**config.mk**
```make
export PLATFORM = sky130hd
export DESIGN_NAME = mac_learning_table
export DESIGN_NICKNAME = d
export VERILOG_FILES = /design/src/rtl/mac_learning_table.sv
export SDC_FILE = /design/constraint.sdc
export NUM_CORES = 2
export LEC_CHECK = 0
export CAP_MARGIN = 25
export CELL_PAD_IN_SITES_DETAIL_PLACEMENT = 1
export CELL_PAD_IN_SITES_GLOBAL_PLACEMENT = 1
export CORE_ASPECT_RATIO = 0.8
export CORE_MARGIN = 10
export CORE_UTILIZATION = 41
export DETAILED_ROUTE_END_ITERATION = 7
export GPL_TIMING_DRIVEN = 1
export PLACE_DENSITY_LB_ADDON = 0.1
export SYNTH_ARGS = -nofsm -noshare
export SYNTH_HDL_FRONTEND = slang
export SYNTH_SLANG_ARGS = --single-unit
export TNS_END_PERCENT = 5
```
**constraint.sdc**
```tcl
create_clock -name clk -period 30.1 [get_ports clk]
set_clock_uncertainty 0.05 [all_clocks]
set_input_delay 4.515 -clock clk [delete_from_list [all_inputs] [get_ports clk]]
set_output_delay 4.515 -clock clk [all_outputs]
set_load 0.05 [all_outputs]
```
**src/rtl/mac_learning_table.sv**
```systemverilog
// MAC learning/forwarding table: learns source MACs per port and resolves destination lookups.
// Includes hardware aging, station-move detection, oldest-entry eviction and port/global flush.
module mac_learning_table #(
  parameter int NUM_PORTS       = 4,
  parameter int NUM_ENTRIES     = 16,
  parameter int AGE_WIDTH       = 4,
  parameter int AGE_LIMIT       = 15,
  parameter int AGE_TICK_CYCLES = 1024,
  localparam int PW = (NUM_PORTS > 1) ? $clog2(NUM_PORTS) : 1,
  localparam int IW = $clog2(NUM_ENTRIES)
) (
  input  logic          clk,
  input  logic          rst_n,
  input  logic          learn_req_i,
  input  logic [47:0]   learn_addr_i,
  input  logic [PW-1:0] learn_port_i,
  input  logic          lookup_req_i,
  input  logic [47:0]   lookup_addr_i,
  input  logic          flush_req_i,
  input  logic          flush_all_i,
  input  logic [PW-1:0] flush_port_i,
  output logic          lookup_valid_o,
  output logic          lookup_hit_o,
  output logic [PW-1:0] lookup_port_o,
  output logic          lookup_flood_o,
  output logic          station_move_o,
  output logic          evict_o,
  output logic          learn_drop_o,
  output logic [IW:0]   entry_count_o
);

  localparam int TW = $clog2(AGE_TICK_CYCLES);
  localparam int CW = IW + 1;

  logic [TW-1:0]        presc;
  logic                 tick;
  logic [NUM_ENTRIES-1:0] valid, valid_nxt;
  logic [47:0]          mac  [NUM_ENTRIES];
  logic [PW-1:0]        port [NUM_ENTRIES];
  logic [AGE_WIDTH-1:0] age  [NUM_ENTRIES];

  logic [NUM_ENTRIES-1:0] learn_match, lookup_match, flush_match;
  logic                 learn_hit, lookup_hit, table_full;
  logic [IW-1:0]        learn_idx, lookup_idx, free_idx, oldest_idx, wr_idx;
  logic [AGE_WIDTH-1:0] oldest_age;
  logic                 learn_ok, move, evict, drop;
  logic [CW-1:0]        count_nxt;

  assign tick = (presc == TW'(AGE_TICK_CYCLES - 1));

  always_comb begin
    learn_match  = '0;
    lookup_match = '0;
    flush_match  = '0;
    learn_idx    = '0;
    lookup_idx   = '0;
    for (int i = 0; i < NUM_ENTRIES; i++) begin
      learn_match[i]  = valid[i] && (mac[i] == learn_addr_i);
      lookup_match[i] = valid[i] && (mac[i] == lookup_addr_i);
      flush_match[i]  = flush_req_i && (flush_all_i || (valid[i] && (port[i] == flush_port_i)));
      if (learn_match[i])  learn_idx  = IW'(i);
      if (lookup_match[i]) lookup_idx = IW'(i);
    end
    learn_hit  = |learn_match;
    lookup_hit = |lookup_match;
    table_full = &valid;

    // descending scan so the lowest free index wins
    free_idx = '0;
    for (int i = NUM_ENTRIES - 1; i >= 0; i--) begin
      if (!valid[i]) free_idx = IW'(i);
    end

    // strict compare keeps the lowest index on equal ages
    oldest_idx = '0;
    oldest_age = age[0];
    for (int i = 1; i < NUM_ENTRIES; i++) begin
      if (age[i] > oldest_age) begin
        oldest_age = age[i];
        oldest_idx = IW'(i);
      end
    end

    learn_ok = learn_req_i && !flush_req_i && !learn_addr_i[40];
    drop     = learn_req_i && (flush_req_i || learn_addr_i[40]);
    move     = learn_ok && learn_hit && (port[learn_idx] != learn_port_i);
    evict    = learn_ok && !learn_hit && table_full;
    wr_idx   = learn_hit ? learn_idx : (table_full ? oldest_idx : free_idx);

    valid_nxt = valid;
    count_nxt = '0;
    for (int i = 0; i < NUM_ENTRIES; i++) begin
      if (flush_match[i])
        valid_nxt[i] = 1'b0;
      else if (learn_ok && (wr_idx == IW'(i)))
        valid_nxt[i] = 1'b1;
      else if (tick && valid[i] && (age[i] == AGE_WIDTH'(AGE_LIMIT)))
        valid_nxt[i] = 1'b0;
      count_nxt = count_nxt + CW'(valid_nxt[i]);
    end
  end

  always_ff @(posedge clk or negedge rst_n) begin
    if (!rst_n) begin
      presc          <= '0;
      valid          <= '0;
      entry_count_o  <= '0;
      station_move_o <= 1'b0;
      evict_o        <= 1'b0;
      learn_drop_o   <= 1'b0;
      lookup_valid_o <= 1'b0;
      lookup_hit_o   <= 1'b0;
      lookup_flood_o <= 1'b0;
      lookup_port_o  <= '0;
      for (int i = 0; i < NUM_ENTRIES; i++) begin
        mac[i]  <= '0;
        port[i] <= '0;
        age[i]  <= '0;
      end
    end else begin
      presc          <= tick ? '0 : presc + TW'(1);
      valid          <= valid_nxt;
      entry_count_o  <= count_nxt;
      station_move_o <= move;
      evict_o        <= evict;
      learn_drop_o   <= drop;

      // lookup sees the table as it was before this cycle's updates
      lookup_valid_o <= lookup_req_i;
      lookup_hit_o   <= lookup_req_i && !lookup_addr_i[40] && lookup_hit;
      lookup_flood_o <= lookup_req_i && (lookup_addr_i[40] || !lookup_hit);
      lookup_port_o  <= (lookup_req_i && !lookup_addr_i[40] && lookup_hit) ? port[lookup_idx] : '0;

      for (int i = 0; i < NUM_ENTRIES; i++) begin
        if (learn_ok && (wr_idx == IW'(i))) begin
          mac[i]  <= learn_addr_i;
          port[i] <= learn_port_i;
          age[i]  <= '0;
        end else if (tick && valid[i] && (age[i] != AGE_WIDTH'(AGE_LIMIT))) begin
          age[i] <= age[i] + AGE_WIDTH'(1);
        end
      end
    end
  end

endmodule
```
* Word-level counts from Yosys, hierarchy flattened *
Index checks and enable logic that the tools add are counted.

storage, ports and cells
  output and inout bits = 13
  bits of input ports = 106
  logic and storage cells = 552
  register bits = 903

operators by class
  equality and inequality tests = 97
  add/sub/neg operators = 32
  reduce and logical (&&, ||, !) cells = 181
  muxes and demuxes = 165
  bitwise logic cells = 2
  magnitude comparators = 17

operators by type and width
  cell                                                  count
  equality test 48 bit                                  32
  two-way mux 4 bit                                     105
  logical AND 1 bit                                     138
  equality test 4 bit (second input constant)           24
  adder 4 x 1 -> 4 bit (second input constant)          16
  inequality test 4 bit (second input constant)         16
  > comparator 4 bit                                    15
  adder 5 x 1 -> 5 bit                                  11
  two-way mux 1 bit                                     51
  equality test 2 bit                                   16
  nonzero test 2 bit                                    16
  OR reduction 16 bit                                   2
  logical OR 1 bit                                      18
  binary-select mux 2 bit (select 4 bit)                2
  equality test 4 x 3 -> 1 bit (second input constant)  4
  AND reduction 16 bit                                  1
  two-way mux 2 bit                                     6
  adder 10 x 1 -> 10 bit (second input constant)        1
  equality test 10 bit (second input constant)          1
  >= comparator 5 bit (second input constant)           2
  two-way mux 10 bit                                    1
  NOT 4 -> 5 bit                                        2
  equality test 4 x 2 -> 1 bit (second input constant)  2
  adder 4 x 1 -> 5 bit                                  1
  7 further kinds                                       11

* Depth between registers and ports, before layout *
  depth after elaboration = 51
  depth in mapped cells = 139
  gate-level depth less buffers = 136

* Worst setup path before layout *
Ideal clock, no wire load.

  path type = reg-to-reg
  from = reg age[62] in the netlist's numbering
  to = reg entry_count_o[4]
  clock period less this slack = 26.763 ns
  setup slack = 3.337 ns
  setup time = 0.119 ns
  data required time = 29.931 ns
  stages on the path, launching flop included = 129
  data arrival time = 26.594 ns
  path buffers = 5
  cells stage by stage = dfrtp_1 -> inv_1 -> ha_1 -> nand2_1 -> a21o_1 -> a21oi_4 -> a21oi_1 -> ha_1 -> inv_1 -> nor4b_2 -> nand2_1 -> o22a_1 -> o221ai_1 -> nor2_1 -> a21oi_1 -> inv_1 -> ha_1 -> and2_1 -> (+93 left out) -> a21o_1 -> buf_2 -> buf_2 -> nand4_1 -> buf_2 -> buf_2 -> a22o_1 -> fa_1 -> inv_1 -> fa_1 -> inv_1 -> fa_1 -> fa_1 -> inv_1 -> ha_1 -> fa_1 -> a21oi_1 -> nor2b_1

between the ends
  cells in the longest elaborated chain, start to end = 51
  elaborated cells between the ends (all ways) = 128
  those cells by class = add/sub: 15; order compare: 15; eq/ne: 16; mux: 64; reduce/logical: 18

ends and longest elaborated chain
  item                                 RTL line  RTL
  start, declared                      40        logic [AGE_WIDTH-1:0] age [NUM_ENTRIES];
  start signal, assigned by index      140       age[i] <= age[i] + AGE_WIDTH'(1);
  > comparator 4 bit                   78        if (age[i] > oldest_age) begin
  two-way mux 4 bit                    78
  > comparator 4 bit                   78
  two-way mux 4 bit                    78
  > comparator 4 bit                   78
  two-way mux 4 bit                    78
  > comparator 4 bit                   78
  two-way mux 4 bit                    78
  (+27 left out)                       -
  two-way mux 1 bit                    93        if (flush_match[i])
  adder 1 x 1 -> 2 bit                 99        count_nxt = count_nxt + CW'(valid_nxt[i]);
  adder 2 x 1 -> 3 bit                 99
  adder 3 x 1 -> 4 bit                 99
  adder 4 x 1 -> 5 bit                 99
  adder 5 x 1 -> 5 bit (10 in series)  99
  adder 5 x 1 -> 5 bit (*)             99
  via count_nxt[4]                     47        logic [CW-1:0] count_nxt;
  end signal, assigned                 123       entry_count_o <= count_nxt;
  end, declared                        29        output logic [IW:0] entry_count_o

Mark *: on every way through the listed nets, which the timed path passes. The rest lies on a longest branch.
A chain may end at the register's enable or synchronous reset.

* Worst setup path in the final report *
  from = reg age[61] in the netlist's numbering
  to = reg entry_count_o[4]

The elaborated chain is that of the path after synthesis.

==> results.py <==
metrics = {
    "final_layout": {
        "finalNetCount": 5914,
        "syn_to_final_growth_pct": 11.06,
        "fin_area_mm2": 0.06604,
        "multi_input_area_mm2": 0.03453,
        "drive_above_1_share_pct": 19.03,
        "seq_area_mm2": 0.02260,
        "fill_cells": 15570,
        "final_core_util_pct": 46.02,
    },
    "sta": {
        "fin_crit_ns": 28.37,
        "worstMarginPinSlew_ns": 1.142,
        "fin_tns_setup_ns": 0,
        "hold_ws_ns": 0.4333,
        "fin_crit_sh_pct": 94.24,
        "setup_viol": 0,
        "max_slew_margin_pct": 23.87,
        "final_max_slew_viol_count": 0,
        "fmax_mhz": 35.25,
        "hold_viol_final": 0,
    },
    "critical_path": {
        "cp_slowest_cell": "fa_1",
        "crit_path_end_kind": "flip-flop",
        "crit_fanout": 8,
        "cpPeakStageDelay_ns": 0.56,
        "critPathArrivalTime_ns": 28.96,
        "critPathKind": "flip-flop to flip-flop",
        "worstPathRequired_ns": 30.70,
        "crit_top_cell": "ha_1",
        "cp-start-kind": "flip-flop",
    },
    "drt": {
        "vias_per_cell": 6.350,
        "wl_per_cell_um": 36.80,
        "drt-initial-drc-count": 6292,
        "route.detailed.drc": 0,
        "drt_wl_total_mm": 283.9,
        "vias": 49000,
        "ant_nets": 0,
        "drt_pass1_iterations": 6,
    },
    "yosys": {
        "synthTopCellsByArea": "dfrtp_1, xor2_1, mux2_2, xnor2_1, mux2_1",
        "yosysSeqAreaShare_pct": 38.00,
        "netlist_instances": 5747,
        "yosysTopAreaCell": "dfrtp_1",
        "avgSynthCellArea_um2": 10.35,
        "synth_top_area_share_pct": 38.00,
        "ys_ff_latch": 903,
        "postSynth.topFlopCell": "dfrtp_1",
        "syn-cell-area_mm2": 0.05946,
        "yosysUniqueCellTypes": 97,
        "ys_warn_count": 0,
        "syn_nets": 5921,
        "synth_edf_count": 0,
        "synthArstFlopShare_pct": 100.0,
    },
    "cts": {
        "cts.sinks": 903,
        "cts_buffers": 104,
        "clock_latency_ns": 0.78,
        "clock-root-buffer": "clkbuf_16",
        "h-tree-depth": 3,
        "clk_pin_slew_worst_paths_ns": 0.06,
        "cts_tree": "yes",
        "hold_buffers": 0,
        "clockBufferDepth": 3,
    },
    "place": {
        "place.gp.congestion": 0.9680,
        "placed_cell_area_mm2": 0.06220,
        "dp_hpwl_mm": 185.6,
        "portBuffers": 118,
    },
    "floorplanning": {
        "ios": 119,
        "die_w_um": 445.8,
        "initial_core_util_pct": 41.43,
        "die_y_um": 360.6,
        "coreArea_mm2": 0.1435,
        "die_area_mm2": 0.1608,
        "rows": 124,
    },
    "global_route": {
        "antenna_found_initial": 25,
        "grt_max_degree": 129,
        "grt-ovfl-total": 0,
        "grt_pass1_vias": 48010,
        "grt_pass1_wl_mm": 392.5,
        "grt_usage_pct": 34.19,
    },
    "job": {
        "cap_violations": 0,
    },
    "pwr": {
        "leakagePower_nw": 30.37,
        "power_density_mw_per_mm2": 54.73,
        "vdd_drop_max_v": 0.00004688,
    },
    "status": {
        "run_status": "complete, no violations",
    },
    "worst_hold_path": {
        "min_path_type": "flip-flop to flip-flop",
    },
}
==> kinds of logic (layout without fill, tap and decap cells) <==
family                     after synthesis  after routing  synth area share (%)
xor gates and xnor gates              1479           1479                 21.78
and+or+nand+nor                       1301           1301                 12.20
DFF                                    903            903                 38.00
muxes                                  862            862                 16.14
buffers and inverters                  635            709                 4.314
AOI/OAI and AO/OA                      491            491                 5.869
adders and majority gates               76             76                 1.692
other                                    0              5                     0
==> path summary, 6_finish.rpt <==
path,from,endpoint,slack (ns),cells after the start
max in group asynchronous,rst_n,mac[107],23.27,4
hold reg to reg,presc[6],presc[6],0.43,1
min in group asynchronous,rst_n,mac[479],3.68,1
setup reg to reg,age[61],entry_count_o[4],1.73,124
setup / recovery,age[61],entry_count_o[4],1.73,124
hold / removal,presc[6],presc[6],0.43,1
==> flip-flops by register name (all words and copies together) (netlist names), 2 cells and up <==
signal	count
valid	16
lookup_port_o	2
port	32
age	64
entry_count_o	5
presc	10
mac	768
==> power by group <==
group	internal, mW	total (mW)	switching, mW
clock network	0.782	1.36	0.583
logic	0.330	0.902	0.572
registers	1.27	1.35	0.0741
total	2.39	3.61	1.23
==> synth_stat cells (all sizes together), types with 71 or more instances <==
| cell type | instances |
|---|---|
| a21oi | 71 |
| buf | 164 |
| clkbuf | 258 |
| dfrtp | 903 |
| inv | 209 |
| mux2 | 766 |
| mux2i | 96 |
| nand2 | 194 |
| nand3 | 101 |
| nand4 | 239 |
| nor2 | 173 |
| nor4 | 262 |
| o21ai | 83 |
| xnor2 | 656 |
| xor2 | 823 |
==> stage by stage <==
stage | power (mW) | cells | worst slack, ns
after floorplan | 1.896 | 5747 | 3.337
after global placement | 2.207 | 7507 | 0.1185
after detailed placement | 2.223 | 7511 | -0.6168
after CTS | 3.588 | 7698 | 0.01806
after global routing | 3.746 | 7713 | -0.1024
final | 3.614 | 7716 | 1.734
==> placed cells by master, fill, tap and decap left out, types with 63 or more instances in the layout <==
| cell type | synthesis | layout |
|---|---|---|
| a21oi_1 | 68 | 63 |
| buf_2 | 82 | 98 |
| buf_4 | 21 | 183 |
| clkbuf_16 | 0 | 104 |
| dfrtp_1 | 903 | 902 |
| inv_1 | 209 | 209 |
| mux2_1 | 187 | 187 |
| mux2_2 | 579 | 579 |
| mux2i_1 | 95 | 93 |
| nand2_1 | 194 | 194 |
| nand2b_1 | 63 | 63 |
| nand3_1 | 101 | 101 |
| nand4_1 | 237 | 237 |
| nor2_1 | 171 | 166 |
| nor4_1 | 260 | 256 |
| o21ai_0 | 77 | 74 |
| xnor2_1 | 656 | 656 |
| xor2_1 | 823 | 823 |
==> layer usage <==
layer | part of all wire, % | global-route usage (%) | vias to the layer above
li1 | - | - | 20080
met1 | 44 | 50.30 | 25670
met2 | 41 | 48.21 | 2688
met3 | 11 | 7.984 | 554
met4 | 4.5 | 12.37 | 0
met5 | 0 | 0 | -
==> worst max-delay path, delay by kind of cell, from the launching register on <==
| family | cells | cell delay [ns] |
|---|---|---|
| AOI/OAI and AO/OA | 43 | 9.40 |
| adders and majority gates | 25 | 8.60 |
| buffers and inverters | 9 | 0.79 |
| DFF | 1 | 0.45 |
| muxes | 13 | 3.95 |
| and+or+nand+nor | 34 | 4.96 |
==> layout make-up <==
cell class	instances	share of cell area, %
Multi-Input combinational cell	4209	52.29
Sequential cell	903	34.22
Clock buffer	142	4.430
Tap cell	1890	3.581
Timing Repair Buffer	309	3.342
Inverter	213	1.211
Clock inverter	45	0.9075
Antenna cell	5	0.01895
==> what timing repair did <==
item                                    in CTS  in global routing
endpoints found under the setup margin       5                827
buffers inserted                             0                 10
pin swaps                                    0                  4
gates resized for setup                     10                 28
No activity file was read; power rests on OpenSTA's default activity.
